## src/rtl/audio_pkg.sv

```systemverilog
// Shared types and constants for the audio DAC scheduler and its arbiter.
package audio_pkg;

  localparam int AUDIO_DATA_W         = 32;
  localparam int AUDIO_TIMEOUT_CYCLES = 256;

  typedef enum logic [1:0] {
    IDLE      = 2'b00,
    FETCH     = 2'b01,
    WAIT_DONE = 2'b10
  } audio_state_t;

  localparam logic [1:0] GRANT_NONE = 2'b00;
  localparam logic [1:0] GRANT_SRC0 = 2'b01;
  localparam logic [1:0] GRANT_SRC1 = 2'b10;

  // Frame counters stick at all-ones instead of wrapping.
  function automatic logic [15:0] sat_inc16(input logic [15:0] v);
    return (v == 16'hFFFF) ? v : v + 16'd1;
  endfunction

endpackage

```

## src/rtl/audio_rr_arbiter.sv

```systemverilog
// Two-input selector: fixed priority (src0 first) or round robin keyed on
// the last source served. The selection is combinational. last_grant moves
// only when the update strobe coincides with a real grant.
import audio_pkg::*;

module audio_rr_arbiter (
  input  logic       AUD_BCLK,
  input  logic       rst,
  input  logic       valid0,
  input  logic       valid1,
  input  logic       rr_mode,
  input  logic       update,
  output logic [1:0] sel
);

  // 0 = src0 was served last, 1 = src1 was served last.
  logic last_grant;

  // Choose a one-hot owner from the current requests.
  always_comb begin
    sel = GRANT_NONE;
    if (valid0 && valid1) begin
      sel = (rr_mode && !last_grant) ? GRANT_SRC1 : GRANT_SRC0;
    end else if (valid0) begin
      sel = GRANT_SRC0;
    end else if (valid1) begin
      sel = GRANT_SRC1;
    end
  end

  // Remember who was served. Reset to src1 so the first round-robin pick is src0.
  always_ff @(posedge AUD_BCLK or negedge rst) begin
    if (!rst) begin
      last_grant <= 1'b1;
    end else if (update && (sel != GRANT_NONE)) begin
      last_grant <= sel[1];
    end
  end

endmodule

```

## src/rtl/audio_dac_scheduler.sv

```systemverilog
// Feeds one stable word per frame to the DAC serializer. The word comes from
// one of two sources. When neither source has a word, the block sends
// silence or repeats the last word. It also flags a serializer that stops
// reporting done.
//
// state     | meaning
// ----------+--------------------------------------------------------------
// IDLE      | disabled; output word and grant forced to zero
// FETCH     | one cycle; accept a word from the selected source (or underrun)
// WAIT_DONE | hold the word until the serializer's done rises; watch timeout
import audio_pkg::*;

module audio_dac_scheduler #(
  parameter int DATA_W         = AUDIO_DATA_W,
  parameter int TIMEOUT_CYCLES = AUDIO_TIMEOUT_CYCLES,
  parameter int UNDERRUN_HOLD  = 0
) (
  input  logic              AUD_BCLK,
  input  logic              rst,
  input  logic              enable,
  input  logic              rr_mode,
  input  logic              src0_valid,
  input  logic [DATA_W-1:0] src0_data,
  output logic              src0_ready,
  input  logic              src1_valid,
  input  logic [DATA_W-1:0] src1_data,
  output logic              src1_ready,
  input  logic              dac_done,
  output logic [DATA_W-1:0] dac_sample,
  output logic [1:0]        grant,
  output logic              busy,
  output logic [15:0]       underrun_cnt,
  output logic              timeout_err
);

  localparam int CW = (TIMEOUT_CYCLES > 1) ? $clog2(TIMEOUT_CYCLES) : 1;
  localparam logic [CW-1:0] TO_LAST = CW'(TIMEOUT_CYCLES - 1);

  audio_state_t  state;
  logic          done_q;
  logic          done_rise;
  logic [CW-1:0] to_cnt;
  logic [1:0]    arb_sel;
  logic          in_fetch;

  assign done_rise = dac_done & ~done_q;
  assign in_fetch  = (state == FETCH);

  // Ready is a decode of the registered state and the live selection.
  // This makes the handshake complete at the FETCH edge.
  assign src0_ready = in_fetch & arb_sel[0];
  assign src1_ready = in_fetch & arb_sel[1];
  assign busy       = (state == FETCH) || (state == WAIT_DONE);

  audio_rr_arbiter u_arb (
    .AUD_BCLK (AUD_BCLK),
    .rst      (rst),
    .valid0   (src0_valid),
    .valid1   (src1_valid),
    .rr_mode  (rr_mode),
    .update   (in_fetch),
    .sel      (arb_sel)
  );

  // Keep the previous done level so that a held done counts as one edge.
  always_ff @(posedge AUD_BCLK or negedge rst) begin
    if (!rst) begin
      done_q <= 1'b0;
    end else begin
      done_q <= dac_done;
    end
  end

  // Frame sequencer: state, output word, grant, underrun and timeout tracking.
  always_ff @(posedge AUD_BCLK or negedge rst) begin
    if (!rst) begin
      state        <= IDLE;
      dac_sample   <= '0;
      grant        <= GRANT_NONE;
      underrun_cnt <= 16'd0;
      timeout_err  <= 1'b0;
      to_cnt       <= '0;
    end else begin
      case (state)
        IDLE: begin
          dac_sample <= '0;
          grant      <= GRANT_NONE;
          to_cnt     <= '0;
          if (enable) begin
            state <= FETCH;
          end
        end

        FETCH: begin
          to_cnt <= '0;
          if (arb_sel != GRANT_NONE) begin
            dac_sample <= arb_sel[0] ? src0_data : src1_data;
            grant      <= arb_sel;
          end else begin
            if (UNDERRUN_HOLD == 0) begin
              dac_sample <= '0;
            end
            grant        <= GRANT_NONE;
            underrun_cnt <= sat_inc16(underrun_cnt);
          end
          state <= WAIT_DONE;
        end

        WAIT_DONE: begin
          if (done_rise) begin
            to_cnt <= '0;
            if (enable) begin
              state <= FETCH;
            end else begin
              state      <= IDLE;
              dac_sample <= '0;
              grant      <= GRANT_NONE;
            end
          end else if (to_cnt == TO_LAST) begin
            // A stalled serializer is flagged. The block keeps waiting so
            // that a late done still restarts the frame cadence.
            timeout_err <= 1'b1;
            to_cnt      <= '0;
          end else begin
            to_cnt <= to_cnt + 1'b1;
          end
        end

        default: begin
          state      <= IDLE;
          dac_sample <= '0;
          grant      <= GRANT_NONE;
          to_cnt     <= '0;
        end
      endcase
    end
  end

endmodule

```

## config.mk

```make
export PLATFORM = sky130hd
export DESIGN_NAME = audio_dac_scheduler
export DESIGN_NICKNAME = d
export VERILOG_FILES = /design/src/rtl/audio_pkg.sv /design/src/rtl/audio_rr_arbiter.sv /design/src/rtl/audio_dac_scheduler.sv
export SDC_FILE = /design/constraint.sdc
export NUM_CORES = 1
export LEC_CHECK = 0
export CORE_ASPECT_RATIO = 0.7
export CORE_MARGIN = 2
export CORE_UTILIZATION = 43
export DETAILED_ROUTE_END_ITERATION = 8
export PLACE_DENSITY = 0.84
export SYNTH_ARGS = -nofsm -noshare
export SYNTH_HDL_FRONTEND = slang
export SYNTH_SLANG_ARGS = --single-unit
```

## constraint.sdc

```tcl
create_clock -name AUD_BCLK -period 2.5 [get_ports AUD_BCLK]
set_input_delay 0.375 -clock AUD_BCLK [delete_from_list [all_inputs] [get_ports AUD_BCLK]]
set_output_delay 0.375 -clock AUD_BCLK [all_outputs]
set_load 0.05 [all_outputs]
```

# Word level (Yosys, flattened, before mapping)
# Index checks and enable logic that the tools add are counted.
# classes
reduce_logical,11
bitwise_logic,7
eq_ne,7
n_mux,20
add_sub_neg,2
# op_table
cell,n
$mux W32,4
$pmux W32 S2,1
$mux W8,3
$mux W2,9
$add A16 B1 Y16 const B,1
$eq A16 B16 Y1 const B,1
$add A8 B1 Y8 const B,1
$eq A8 B8 Y1 const B,1
$ne A2 B2 Y1 const B,3
$pmux W2 S3,1
$reduce_and A3 Y1,2
$not A1 Y1,4
$pmux W2 S2,1
$reduce_and A2 Y1,2
$and A1 B1 Y1,3
$logic_and A1 B1 Y1,3
$eq A2 B1 Y1 const B,1
$eq A2 B2 Y1 const B,1
$logic_not A2 Y1,1
$reduce_bool A2 Y1,1
$logic_not A1 Y1,1
$logic_or A1 B1 Y1,1
$mux W1,1
# word_totals
wordCells,55
regBits,63
out_inout_bits,54
inputBits,71

# Logic depth before layout (Yosys ltp)
# Gate-level depths: netlist (run 1).
# logic_depth
ltp_word,7
mapped_depth,7

# Hierarchy
# A second synthesis (run 1) with hierarchy kept.
# unflattened
cells_unflattened,289
area_unflattened_um2,3084.2
# by_module_without_submodules
mod,cells_per_inst,seq_area_each_um2,area_per_inst_um2,instances
audio_dac_scheduler,281,1551.5,3014.1,1
audio_rr_arbiter,8,26.3,70.1,1

# Worst setup path before layout (run 1)
# No wires, ideal clock.
# synth_path
kind,register to register
from,register state[1]
to,register underrun_cnt[15]
arrival_time_ps,2172
path_buffers,0
path_stages_with_launch,7
setup_ps,128
period_less_slack_ps,2300
slack_ps,200
path_cell_list,dfrtp_1 inv_1 ha_1 or3b_4 or2_4 or4_1 mux2_1
# synth_via
elab_chain_len,2
# synth_rtl
element,line_no,source
from (decl),audio_dac_scheduler.sv:39,audio_state_t state;
from (signal assigned),audio_dac_scheduler.sv:77,state <= IDLE;
from (signal assigned),audio_dac_scheduler.sv:90,state <= FETCH;
from (signal assigned),audio_dac_scheduler.sv:106,state <= WAIT_DONE;
$eq A2 B1 Y1,audio_dac_scheduler.sv:84,case (state)
$reduce_and A3 Y1 (no source line),-,
to (signal assigned),audio_dac_scheduler.sv:104,underrun_cnt <= sat_inc16(underrun_cnt);
to (decl),audio_dac_scheduler.sv:32,"output logic [15:0] underrun_cnt,"
# Every way passes these cells.
# A chain may end at the register's enable or synchronous reset.

# Worst setup path in the final report (run 1)
# Ends and elaborated chain as after synthesis.

==> results of run 1 <==
[worst reg2reg max path, delay by kind of cell, from the launching register on]
family | cells | cell delay (ps)
buffers and inverters | 1 | 110
DFF | 1 | 390
muxes | 1 | 330
adders and majority gates | 1 | 190
and+or+nand+nor | 3 | 1210
[cells by family after synthesis]
kind of cell	after synthesis
muxes	39
and+or+nand+nor	108
xor gates and xnor gates	11
DFF	63
adders and majority gates	6
AOI/OAI and AO/OA	53
buffers and inverters	18
[stage by stage]
| step | setup WS [ps] | instance area [um^2] | power [W] | hold WS (ps) |
|---|---|---|---|---|
| floorplan | 200 | 3020 | 0.00249 | 79.4 |
| global placement | 73.9 | 4450 | 0.00317 | 443 |
| detailed placement | 31.4 | 4450 | 0.00322 | 446 |
| CTS | 144 | 4660 | 0.00417 | 97.3 |
| global route | 57.4 | 4660 | 0.00433 | 130 |
| finish | 146 | 4660 | 0.00413 | 97.2 |
[layout make-up]
type | count | share of cell area, %
Clock inverter | 4 | 1.50
Multi-Input combinational cell | 217 | 29.7
Inverter | 6 | 0.483
Clock buffer | 12 | 2.90
Tap cell | 94 | 2.52
Sequential cell | 63 | 33.9
Timing Repair Buffer | 137 | 29.1
[cells in the final DEF, fill, tap and decap left out, types with 9 or more instances in the layout]
master,synthesis,routed
a21oi_1,9,9
buf_4,0,13
clkbuf_8,0,9
clkdlybuf4s50_1,0,121
dfrtp_1,62,62
mux2i_1,34,34
nand2_1,41,41
nand3_1,10,10
nand4_1,9,9
nor2_1,20,20
o21ai_0,37,37
xor2_1,9,9
[final timing paths]
check | end | from
setup / recovery | underrun_cnt[15] | state[1]
hold / removal | done_q | rst
setup reg to reg | underrun_cnt[15] | state[1]
hold reg to reg | timeout_err | timeout_err
max in group asynchronous | u_arb.last_grant | rst
min in group AUD_BCLK | timeout_err | timeout_err
[layer usage]
layer | global-route usage [%] | vias to the layer above | wire (um)
met4 | 8.11 | 0 | 146
met2 | 39.8 | 117 | 4170
met3 | 6.66 | 17 | 671
met1 | 26.9 | 1312 | 3400
met5 | 0 | - | 0
li1 | - | 1321 | -
[state kept, by name (all words and copies together) (netlist names)]
| signal | cells |
|---|---|
| dac_sample | 32 |
| done_q | 1 |
| grant | 2 |
| state | 2 |
| timeout_err | 1 |
| to_cnt | 8 |
| u_arb.last_grant | 1 |
| underrun_cnt | 16 |
[power groups by stage]
stage / logic [W] / clock network (W) / registers, W
after detailed placement: 0.00182 / 0 / 0.00140
after global placement: 0.00179 / 0 / 0.00139
after global routing: 0.00192 / 0.000994 / 0.00142
after CTS: 0.00183 / 0.000951 / 0.00139
final: 0.00181 / 0.000930 / 0.00139
after floorplan: 0.000509 / 0 / 0.00198
==> flow_results.xml, run 1 <==
<?xml version="1.0" encoding="UTF-8"?>
<metrics>
  <group name="route">
    <metric name="route.antenna.remaining_nets" unit="">0</metric>
    <metric name="routed_wire_length_per_instance" unit="um">15.7</metric>
    <metric name="drt_iter0_markers" unit="">141</metric>
    <metric name="drt-total-wl" unit="um">8390</metric>
    <metric name="drtPass1Iterations" unit="">5</metric>
    <metric name="ratio_of_routed_vias_to_standard_cells" unit="">5.19</metric>
    <metric name="drt_drc_violations_left" unit="">0</metric>
    <metric name="dr_total_vias" unit="">2767</metric>
  </group>
  <group name="pwr">
    <metric name="p_comb_share" unit="%">43.9</metric>
    <metric name="powerDensity" unit="nW/um^2">887</metric>
    <metric name="power.ir.vdd_worst" unit="uV">334</metric>
    <metric name="power.switching_fraction" unit="%">41.2</metric>
    <metric name="leakage" unit="nW">2.08</metric>
    <metric name="clock_power_share" unit="%">22.5</metric>
    <metric name="power.internal" unit="W">0.00243</metric>
    <metric name="p_sw" unit="W">0.00170</metric>
    <metric name="power_frac_seq" unit="%">33.6</metric>
  </group>
  <group name="setup_path">
    <metric name="critical-path-max-stage-delay" unit="ps">540</metric>
    <metric name="critical_path_required" unit="ps">2710</metric>
    <metric name="setup.worst_path.class" unit="">flip-flop to flip-flop</metric>
    <metric name="cp.depth" unit="">6</metric>
    <metric name="path_cells" unit="">inv_1 -&gt; ha_1 -&gt; or3b_4 -&gt; or2_4 -&gt; or4_1 -&gt; mux2_1</metric>
    <metric name="crit_buf_inv" unit="">1</metric>
    <metric name="critical_path_peak_fanout" unit="">5</metric>
    <metric name="worstSetupEndpointType" unit="">flip-flop</metric>
    <metric name="ff2ff_setup_slack" unit="ps">150</metric>
    <metric name="timing.critical_path.from_type" unit="">flip-flop</metric>
    <metric name="worst_ep_arrival_time" unit="ps">2570</metric>
    <metric name="cell_family_with_most_cp_delay" unit="">simple AND/OR/NAND/NOR gates</metric>
    <metric name="timing.critical_path.slowest_stage_cell" unit="">or4_1</metric>
    <metric name="timing.reg2reg.worst_path_depth" unit="">6</metric>
  </group>
  <group name="sta">
    <metric name="grt_setup_unrepaired" unit="">no</metric>
    <metric name="timing.slew.headroom" unit="%">50.9</metric>
    <metric name="fmax" unit="MHz">425</metric>
    <metric name="worst_pin_slew" unit="ps">737</metric>
    <metric name="hold_viol_final" unit="">0</metric>
    <metric name="setup_total_negative_slack" unit="ps">0</metric>
    <metric name="setup_violations_final" unit="">0</metric>
    <metric name="finClkSkew" unit="ps">9.99</metric>
    <metric name="post-route-period-util" unit="%">94.2</metric>
    <metric name="fin_crit" unit="ps">2350</metric>
    <metric name="slew_viol_final" unit="">0</metric>
  </group>
  <group name="synthesis">
    <metric name="largest_cells_by_area_after_synthesis" unit="">dfrtp_1 (51%), mux2i_1 (11%), o21ai_0 (6.1%)</metric>
    <metric name="async_reset_ff_share" unit="%">100</metric>
    <metric name="synth_compound_gate_area_share" unit="%">9.20</metric>
    <metric name="synthesis.yosys.warnings" unit="">0</metric>
    <metric name="synth.area.mux_share" unit="%">13.1</metric>
    <metric name="synth_sequential_area_ratio" unit="%">52.3</metric>
    <metric name="syn_nets" unit="">375</metric>
    <metric name="synth_xor_xnor_area_share" unit="%">3.19</metric>
    <metric name="post_synthesis_register_bit_count" unit="">63</metric>
    <metric name="ys_top_cells_by_count" unit="">dfrtp_1 (62), nand2_1 (41), o21ai_0 (37)</metric>
    <metric name="netlist.top_cell.by_area" unit="">dfrtp_1</metric>
    <metric name="synth-edff-count" unit="">0</metric>
    <metric name="largest_family_of_logic_cells_by_synthesized_area" unit="">simple AND/OR/NAND/NOR gates</metric>
    <metric name="postSynthCellCount" unit="">298</metric>
    <metric name="synth_area" unit="um^2">3020</metric>
    <metric name="synth_most_common_cell" unit="">dfrtp_1</metric>
    <metric name="post_synth_fa_ha_maj_area_fraction" unit="%">2.49</metric>
    <metric name="synth_top_flop_cell" unit="">dfrtp_1</metric>
    <metric name="post_synth_num_cell_types" unit="">36</metric>
    <metric name="post_synth.cell_area_avg" unit="um^2">10.1</metric>
    <metric name="synthSimpleGateAreaFrac" unit="%">17.4</metric>
    <metric name="synth_largest_type_area_fraction" unit="%">51.4</metric>
  </group>
  <group name="die">
    <metric name="die-width" unit="um">104</metric>
    <metric name="placement_rows" unit="">25</metric>
    <metric name="start_util" unit="%">44.5</metric>
    <metric name="fp.coreArea" unit="um^2">6790</metric>
    <metric name="io_pins" unit="">125</metric>
    <metric name="fp.dieArea" unit="um^2">7720</metric>
    <metric name="die_height" unit="um">74.1</metric>
  </group>
  <group name="clock_tree">
    <metric name="cts_root_buffer" unit="">clkbuf_8</metric>
    <metric name="cts_post_setup_buffers_inserted" unit="">0</metric>
    <metric name="cts_tree" unit="">done</metric>
    <metric name="clkLatencyLatePin" unit="ps">330</metric>
    <metric name="clk_pin_slew" unit="ps">70</metric>
    <metric name="cts.sink_count" unit="">63</metric>
    <metric name="cts_hold_buf" unit="">0</metric>
    <metric name="htreeDepth" unit="">3</metric>
    <metric name="cts_buffer_count" unit="">9</metric>
    <metric name="cts_resized" unit="">0</metric>
    <metric name="clock_path_buffers" unit="">2</metric>
  </group>
  <group name="global_routing">
    <metric name="pin_count_of_the_biggest_net_entering_global_routing" unit="">35</metric>
    <metric name="overflow" unit="">0</metric>
    <metric name="grt_antenna_before_repair" unit="">0</metric>
    <metric name="grt_first_pass_wirelength" unit="um">13500</metric>
    <metric name="grt_usage" unit="%">22.5</metric>
    <metric name="first_global_vias" unit="">2778</metric>
  </group>
  <group name="placement">
    <metric name="gp_congestion" unit="">0.942</metric>
    <metric name="post-dp-hpwl" unit="um">6440</metric>
    <metric name="portBuffers" unit="">124</metric>
    <metric name="placedCellCount" unit="">517</metric>
  </group>
  <group name="final_layout">
    <metric name="seq_area" unit="um^2">1580</metric>
    <metric name="post-route-util" unit="%">68.6</metric>
    <metric name="drive_above_1_share" unit="%">8.88</metric>
    <metric name="num_antenna_cells" unit="">0</metric>
    <metric name="area_growth" unit="%">54.3</metric>
    <metric name="final-instance-count-excl-fill" unit="">533</metric>
    <metric name="area_occupied_by_multi_input_gates" unit="um^2">1380</metric>
    <metric name="num-nets-final" unit="">511</metric>
    <metric name="final.fill_count" unit="">549</metric>
  </group>
  <group name="outcome">
    <metric name="status" unit="">finished clean</metric>
  </group>
  <group name="min_path">
    <metric name="hold_class" unit="">input pin to async pin</metric>
  </group>
  <group name="job">
    <metric name="maximum_capacitance_violations" unit="">0</metric>
  </group>
</metrics>
(Power assumes the default switching activity.)
==> run 2, diff against run 1 <==
--- a/config.mk
+++ b/config.mk
@@ -9,7 +9,9 @@
 export CORE_MARGIN = 2
 export CORE_UTILIZATION = 43
 export DETAILED_ROUTE_END_ITERATION = 8
+export GPL_ROUTABILITY_DRIVEN = 0
 export PLACE_DENSITY = 0.84
+export SLEW_MARGIN = 40
 export SYNTH_ARGS = -nofsm -noshare
 export SYNTH_HDL_FRONTEND = slang
 export SYNTH_SLANG_ARGS = --single-unit
==> results of run 2 <==
The final DEF is identical to that of run 1; final timing and power are the same.
==> run 3, diff against run 2 <==
--- a/config.mk
+++ b/config.mk
@@ -7,10 +7,11 @@
 export LEC_CHECK = 0
 export CORE_ASPECT_RATIO = 0.7
 export CORE_MARGIN = 2
-export CORE_UTILIZATION = 43
+export CORE_UTILIZATION = 44
+export CTS_BUF_LIST = sky130_fd_sc_hd__clkbuf_2
 export DETAILED_ROUTE_END_ITERATION = 8
 export GPL_ROUTABILITY_DRIVEN = 0
-export PLACE_DENSITY = 0.84
+export PLACE_DENSITY = 0.86
 export SLEW_MARGIN = 40
 export SYNTH_ARGS = -nofsm -noshare
 export SYNTH_HDL_FRONTEND = slang
==> flow_results.xml, run 3 (synthesis gave the netlist of run 1 again) <==
<?xml version="1.0" encoding="UTF-8"?>
<metrics>
  <group name="outcome">
    <metric name="status" unit="">finished clean</metric>
  </group>
  <group name="final_layout">
    <metric name="num_antenna_cells" unit="">0</metric>
    <metric name="final.fill_count" unit="">530</metric>
    <metric name="biggest_regs" unit="">dac_sample: 32 flops, underrun_cnt: 16 flops, to_cnt: 8 flops</metric>
    <metric name="layout_commonest_cell" unit="">clkdlybuf4s50_1</metric>
    <metric name="drive_above_1_share" unit="%">8.92</metric>
    <metric name="largest_reg_flops" unit="">32</metric>
    <metric name="area_growth" unit="%">51.2</metric>
    <metric name="top_register" unit="">dac_sample</metric>
    <metric name="post-route-util" unit="%">68.2</metric>
    <metric name="num-nets-final" unit="">509</metric>
    <metric name="highest_count_cells_in_the_layout_ignoring_fill_and_taps" unit="">clkdlybuf4s50_1 (120), dfrtp_1 (62), nand2_1 (41), o21ai_0 (37), mux2i_1 (34)</metric>
  </group>
  <group name="route">
    <metric name="routed_wire_length_per_instance" unit="um">14.6</metric>
    <metric name="drtPass1Iterations" unit="">4</metric>
    <metric name="ratio_of_routed_vias_to_standard_cells" unit="">5.11</metric>
    <metric name="route.antenna.remaining_nets" unit="">0</metric>
    <metric name="drt_drc_violations_left" unit="">0</metric>
    <metric name="drt-total-wl" unit="um">7760</metric>
    <metric name="drt_iter0_markers" unit="">154</metric>
    <metric name="dr_total_vias" unit="">2712</metric>
  </group>
  <group name="clock_tree">
    <metric name="cts_tree" unit="">done</metric>
    <metric name="cts_post_setup_buffers_inserted" unit="">0</metric>
    <metric name="cts_root_buffer" unit="">clkbuf_2</metric>
    <metric name="clkLatencyLatePin" unit="ps">510</metric>
    <metric name="cts_buffer_count" unit="">9</metric>
    <metric name="cts.sink_count" unit="">63</metric>
    <metric name="htreeDepth" unit="">3</metric>
    <metric name="clk_pin_slew" unit="ps">210</metric>
    <metric name="clock_path_buffers" unit="">2</metric>
  </group>
  <group name="global_routing">
    <metric name="grt_usage" unit="%">21.2</metric>
    <metric name="grt_first_pass_wirelength" unit="um">12300</metric>
    <metric name="first_global_vias" unit="">2648</metric>
    <metric name="pin_count_of_the_biggest_net_entering_global_routing" unit="">64</metric>
    <metric name="grt_antenna_before_repair" unit="">0</metric>
    <metric name="overflow" unit="">0</metric>
  </group>
  <group name="sta">
    <metric name="setup_violations_final" unit="">0</metric>
    <metric name="slew_viol_final" unit="">0</metric>
    <metric name="timing.slew.headroom" unit="%">63.8</metric>
    <metric name="post-route-period-util" unit="%">93.5</metric>
    <metric name="worst_pin_slew" unit="ps">537</metric>
    <metric name="fmax" unit="MHz">428</metric>
    <metric name="grt_setup_unrepaired" unit="">no</metric>
    <metric name="hold_viol_final" unit="">0</metric>
    <metric name="fin_crit" unit="ps">2340</metric>
    <metric name="setup_total_negative_slack" unit="ps">0</metric>
    <metric name="finClkSkew" unit="ps">37.2</metric>
  </group>
  <group name="die">
    <metric name="fp.coreArea" unit="um^2">6690</metric>
    <metric name="die-width" unit="um">103</metric>
    <metric name="fp.dieArea" unit="um^2">7550</metric>
    <metric name="placement_rows" unit="">25</metric>
    <metric name="io_pins" unit="">125</metric>
    <metric name="start_util" unit="%">45.1</metric>
    <metric name="die_height" unit="um">73.3</metric>
  </group>
  <group name="setup_path">
    <metric name="setup.worst_path.class" unit="">flip-flop to flip-flop</metric>
    <metric name="ff2ff_setup_slack" unit="ps">160</metric>
    <metric name="worstSetupEndpointType" unit="">flip-flop</metric>
    <metric name="path_cells" unit="">inv_1 -&gt; ha_1 -&gt; or3b_4 -&gt; or2_4 -&gt; or4_1 -&gt; mux2_1</metric>
    <metric name="worst_ep_arrival_time" unit="ps">2770</metric>
    <metric name="worst_setup_path_endpoint" unit="">underrun_cnt[15]</metric>
    <metric name="critical_path_peak_fanout" unit="">3</metric>
    <metric name="setup.worst_path.start" unit="">state[1]</metric>
    <metric name="r2r_start" unit="">state[1]</metric>
    <metric name="critical-path-max-stage-delay" unit="ps">530</metric>
    <metric name="timing.reg2reg.worst_path_depth" unit="">6</metric>
    <metric name="r2r_end" unit="">underrun_cnt[15]</metric>
    <metric name="timing.critical_path.from_type" unit="">flip-flop</metric>
    <metric name="timing.critical_path.slowest_stage_cell" unit="">or4_1</metric>
    <metric name="critical_path_required" unit="ps">2930</metric>
  </group>
  <group name="pwr">
    <metric name="leakage" unit="nW">2.04</metric>
    <metric name="power.ir.vdd_worst" unit="uV">442</metric>
    <metric name="powerDensity" unit="nW/um^2">829</metric>
  </group>
  <group name="placement">
    <metric name="post-dp-hpwl" unit="um">5890</metric>
    <metric name="portBuffers" unit="">124</metric>
  </group>
  <group name="min_path">
    <metric name="hold_class" unit="">input pin to flip-flop</metric>
  </group>
  <group name="job">
    <metric name="maximum_capacitance_violations" unit="">0</metric>
  </group>
</metrics>
-- run 3: changes by cell type in the layout (fill, tap and decap cells not counted), sizes merged --
cell,delta
buf,-3
bufinv,-1
clkbuf,-1
clkdlybuf4s50,-1
clkinvlp,+2
dlygate4sd2,+1
dlygate4sd3,+1
-- run 3: worst max-delay path, delay by kind of cell (launching register included) --
kind	cells	cell delay [ps]
adders and majority gates	1	190
DFF	1	460
and+or+nand+nor	3	1180
muxes	1	330
buffers and inverters	1	100
-- run 3: worst min-delay path by stage --
stage	startpoint	endpoint	cells past startpoint
after floorplan	rst	dac_sample[0]	0
after global placement	rst	timeout_err	2
after detailed placement	rst	to_cnt[7]	2
after CTS	dac_done	done_q	1
after global routing	dac_done	done_q	1
final	dac_done	done_q	1
-- run 3: what timing repair did --
item	CTS	global route
endpoints found under the hold margin	62	0
setup endpoints to repair	1	0
hold buffers	1	0
gates resized for setup	1	0
-- run 3: per-layer routing --
| layer | vias to the layer above | share of wire (%) | track usage [%] |
|---|---|---|---|
| li1 | 1316 | - | - |
| met1 | 1284 | 42 | 27.3 |
| met2 | 103 | 49 | 33.2 |
| met3 | 9 | 8.3 | 7.80 |
| met4 | 0 | 1.1 | 7.60 |
| met5 | - | 0 | 0 |
-- run 3: area by class of cell --
cell class | count | area, um^2 | area share, %
sequential | 63 | 1580 | 34.6
multi-input combinational | 217 | 1380 | 30.3
timing repair buffer | 135 | 1350 | 29.6
tap | 94 | 118 | 2.58
clock inverter | 5 | 58.8 | 1.29
clock buffer | 11 | 55.1 | 1.21
inverter | 6 | 22.5 | 0.493
-- run 3: through the flow --
stage | power, W | setup slack [ps] | area (um^2) | hold slack (ps) | instances
floorplan | 0.00249 | 200 | 3020 | 79.4 | 298
global placement | 0.00316 | 58.8 | 4440 | 410 | 514
detailed placement | 0.00321 | 34.9 | 4440 | 409 | 514
CTS | 0.00381 | 168 | 4570 | 300 | 531
global route | 0.00398 | 72.0 | 4570 | 287 | 531
finish | 0.00379 | 163 | 4570 | 331 | 531
-- run 3: report_power, final --
group | total [W] | switching [W] | internal (W)
clock | 0.000620 | 0.000381 | 0.000239
sequential | 0.00138 | 0.000158 | 0.00122
combinational | 0.00179 | 0.00115 | 0.000634
total | 0.00379 | 0.00169 | 0.00210
==> RTL change (flow settings as in run 2) <==
`AUDIO_DATA_W`: 32 -> 48.
--- a/src/rtl/audio_pkg.sv
+++ b/src/rtl/audio_pkg.sv
@@ -1,7 +1,7 @@
 // Shared types and constants for the audio DAC scheduler and its arbiter.
 package audio_pkg;
 
-  localparam int AUDIO_DATA_W         = 32;
+  localparam int AUDIO_DATA_W         = 48;
   localparam int AUDIO_TIMEOUT_CYCLES = 256;
 
   typedef enum logic [1:0] {
Interface: changed (resized dac_sample, src0_data and src1_data); port bits go from 125 to 173. No check against the original RTL was run, so the function may have changed too.
==> RTL change against run 2 <==
Total power is 33% higher. Via count is 19% higher. Final area is 27% higher. Worst hold slack worse by 0.039 ns. Wire length is 19% higher. Synthesized area is 23% higher. Highest routed layer unchanged. Sequential cell count is 16 higher. Setup slack better by 0.026 ns. Largest power group unchanged.
==> RTL change: results (changes against run 2) <==
Run status
The flow ran to the end, and the final reports show no timing, DRC or antenna violations.

Worst setup path
In this run the worst setup path begins at state[0]. The signal arrival time at the worst endpoint came to 1.95 ns (-0.62 ns). The capture point of the worst reg-to-reg path is underrun_cnt[13]. The cell with the largest stage delay on the worst path is sky130_fd_sc_hd__clkdlybuf4s50_1. The minimum setup slack among reg-to-reg paths was 0.34 ns (+0.19 ns). The critical-path maximum fanout is 3 (-2).

The startpoint identified for the worst register-to-register timing path is state[1]. The end of the critical path is busy. The worst stage delay on the critical path is 0.82 ns (+0.28 ns).

Global routing
The global-route wire length before repair came to 15.4 mm (+14%). The maximum number of pins on one net before global-route repair came to 80 (+130%). The via count of the first global-routing pass was 3234 (+16%). The total routing usage reported by global routing came to 21.1% (-1.4 points). The number of antenna violations at the first check in global routing was 0 (unchanged).

STA
The tightest slew margin relative to the limit is 52.8% (+1.9 points). The achievable frequency was 0.430 GHz (+1.1%). The number of hold violations in the final report is 0 (unchanged). The clock skew is 0.00820 ns (-0.00179 ns).

Logic synthesis
The share of synthesized flip-flops with an asynchronous set or reset is 100% (unchanged). Sorting the synthesized cells by area gives the leading types as sky130_fd_sc_hd__dfrtp_1 (53%), sky130_fd_sc_hd__mux2i_1 (13%), sky130_fd_sc_hd__o21ai_0 (7.3%), sky130_fd_sc_hd__nand2_1 (6.0%), sky130_fd_sc_hd__xor2_1 (2.8%). After synthesis, the most frequently instantiated cells are sky130_fd_sc_hd__dfrtp_1 (78), sky130_fd_sc_hd__nand2_1 (59), sky130_fd_sc_hd__o21ai_0 (54). The number of synthesis warnings is 0 (unchanged). The instance count of the mapped netlist is 351 (+18%).

The post-synthesis sequential area ratio was 53.3% (+1.0 points). The net count of the mapped netlist is 460 (+23%). The count of unique library cells instantiated by Yosys is 39 (+8.3%). The most used flip-flop cell after synthesis is sky130_fd_sc_hd__dfrtp_1.

Routing
The count of TritonRoute iterations in the first routing pass is 4 (-1). The routed length per instance was 15.7 microns (about the same). The first-iteration detailed-routing DRC count is 180 (+28%). The detail-routed via count per cell is 5.19 (about the same).

Min path
The tightest min-delay check is of the in -> async type.

Place
The placed standard-cell area came to 5590 sq um (+25%). The post-placement worst setup slack is 0.178 ns (+0.146 ns). The post-placement cell count is 618 (+20%). The placed wire-length estimate is 7.39 mm (+15%).

The count of port buffers added during placement was 172 (+39%).

Clock tree
The worst-skew pair later-pin latency is 0.33 ns (about the same). The clock transition at the registers of the reported paths is 0.06 ns. The tree is rooted in a sky130_fd_sc_hd__clkbuf_16.

The number of gates resized after cts was 0 (unchanged). The post-CTS repair timing setup buffer count is 0 (unchanged).

Finish
In the final layout, the registers with the most flip-flops are dac_sample (48), underrun_cnt (16), to_cnt (8). The final instance count without filler cells is 634 (+19%). The share of final-layout standard cells stronger than drive strength 1 is 7.18% (-1.7 points). The total inserted antenna cells is 0 (unchanged).

The final-layout fill cell count is 604 (+10%).

Power
The static leakage came to 2.65 nW (+27%). The maximum VDD drop came to 0.436 mV (+31%). The fraction of power spent switching nets was 40.6% (-0.59 points).
RTL change: layout make-up:
class | instances | area share (%)
sequential | 79 | 33.5
timing repair buffer | 180 | 30.8
multi-input combinational | 250 | 27.9
clock buffer | 11 | 3.94
tap | 105 | 2.23
clock inverter | 5 | 1.38
inverter | 4 | 0.254
RTL change: worst min-delay path by stage:
stage,start,to,slack [ns],cells past startpoint
final,rst,dac_sample[23],0.06,1
after floorplan,rst,dac_sample[0],0.08,0
after CTS,rst,dac_sample[23],0.10,1
after global placement,timeout_err,timeout_err,0.45,1
after detailed placement,rst,dac_sample[23],0.45,1
after global routing,rst,dac_sample[23],0.13,1
RTL change: metrics by stage:
step,total power (W),hold slack (ns),util [%]
2_1_floorplan,0.00318,0.0794,-
3_3_place_gp,0.00409,0.446,66.4
3_5_place_dp,0.00415,0.452,66.4
4_1_cts,0.00555,0.103,70.2
5_1_grt,0.00574,0.127,70.2
6_report,0.00550,0.0578,70.2
RTL change: kinds of logic (layout without fill, tap and decap cells):
logic type / Yosys count / in the layout / synth area share [%]
fa+ha+maj: 6 / 6 / 2.02
xor+xnor: 16 / 16 / 3.77
simple gates: 111 / 111 / 14.8
mux: 54 / 54 / 14.7
buf+inv: 22 / 200 / 2.70
flops: 79 / 79 / 53.3
compound gates: 63 / 63 / 8.70
RTL change: critical path: cells and delay by family (launching register included):
kind / cells / cell delay, ns
adders and majority gates: 1 / 0.32
buffers and inverters: 2 / 0.92
DFF: 1 / 0.39
RTL change: routing by layer:
layer	GRT usage (%)	part of all wire, %	up-vias
met2	36.2	48	155
met4	5.66	1.1	0
li1	-	-	1567
met3	6.86	9.4	12
met5	0	0	-
met1	26.1	41	1557
RTL change: power by group through the flow:
| stage | Combinational, W | Sequential, W | Clock [W] |
|---|---|---|---|
| after global routing | 0.00251 | 0.00177 | 0.00146 |
| after CTS | 0.00241 | 0.00173 | 0.00140 |
| final | 0.00239 | 0.00173 | 0.00137 |
| after global placement | 0.00236 | 0.00174 | 0 |
| after floorplan | 0.000601 | 0.00258 | 0 |
| after detailed placement | 0.00240 | 0.00175 | 0 |
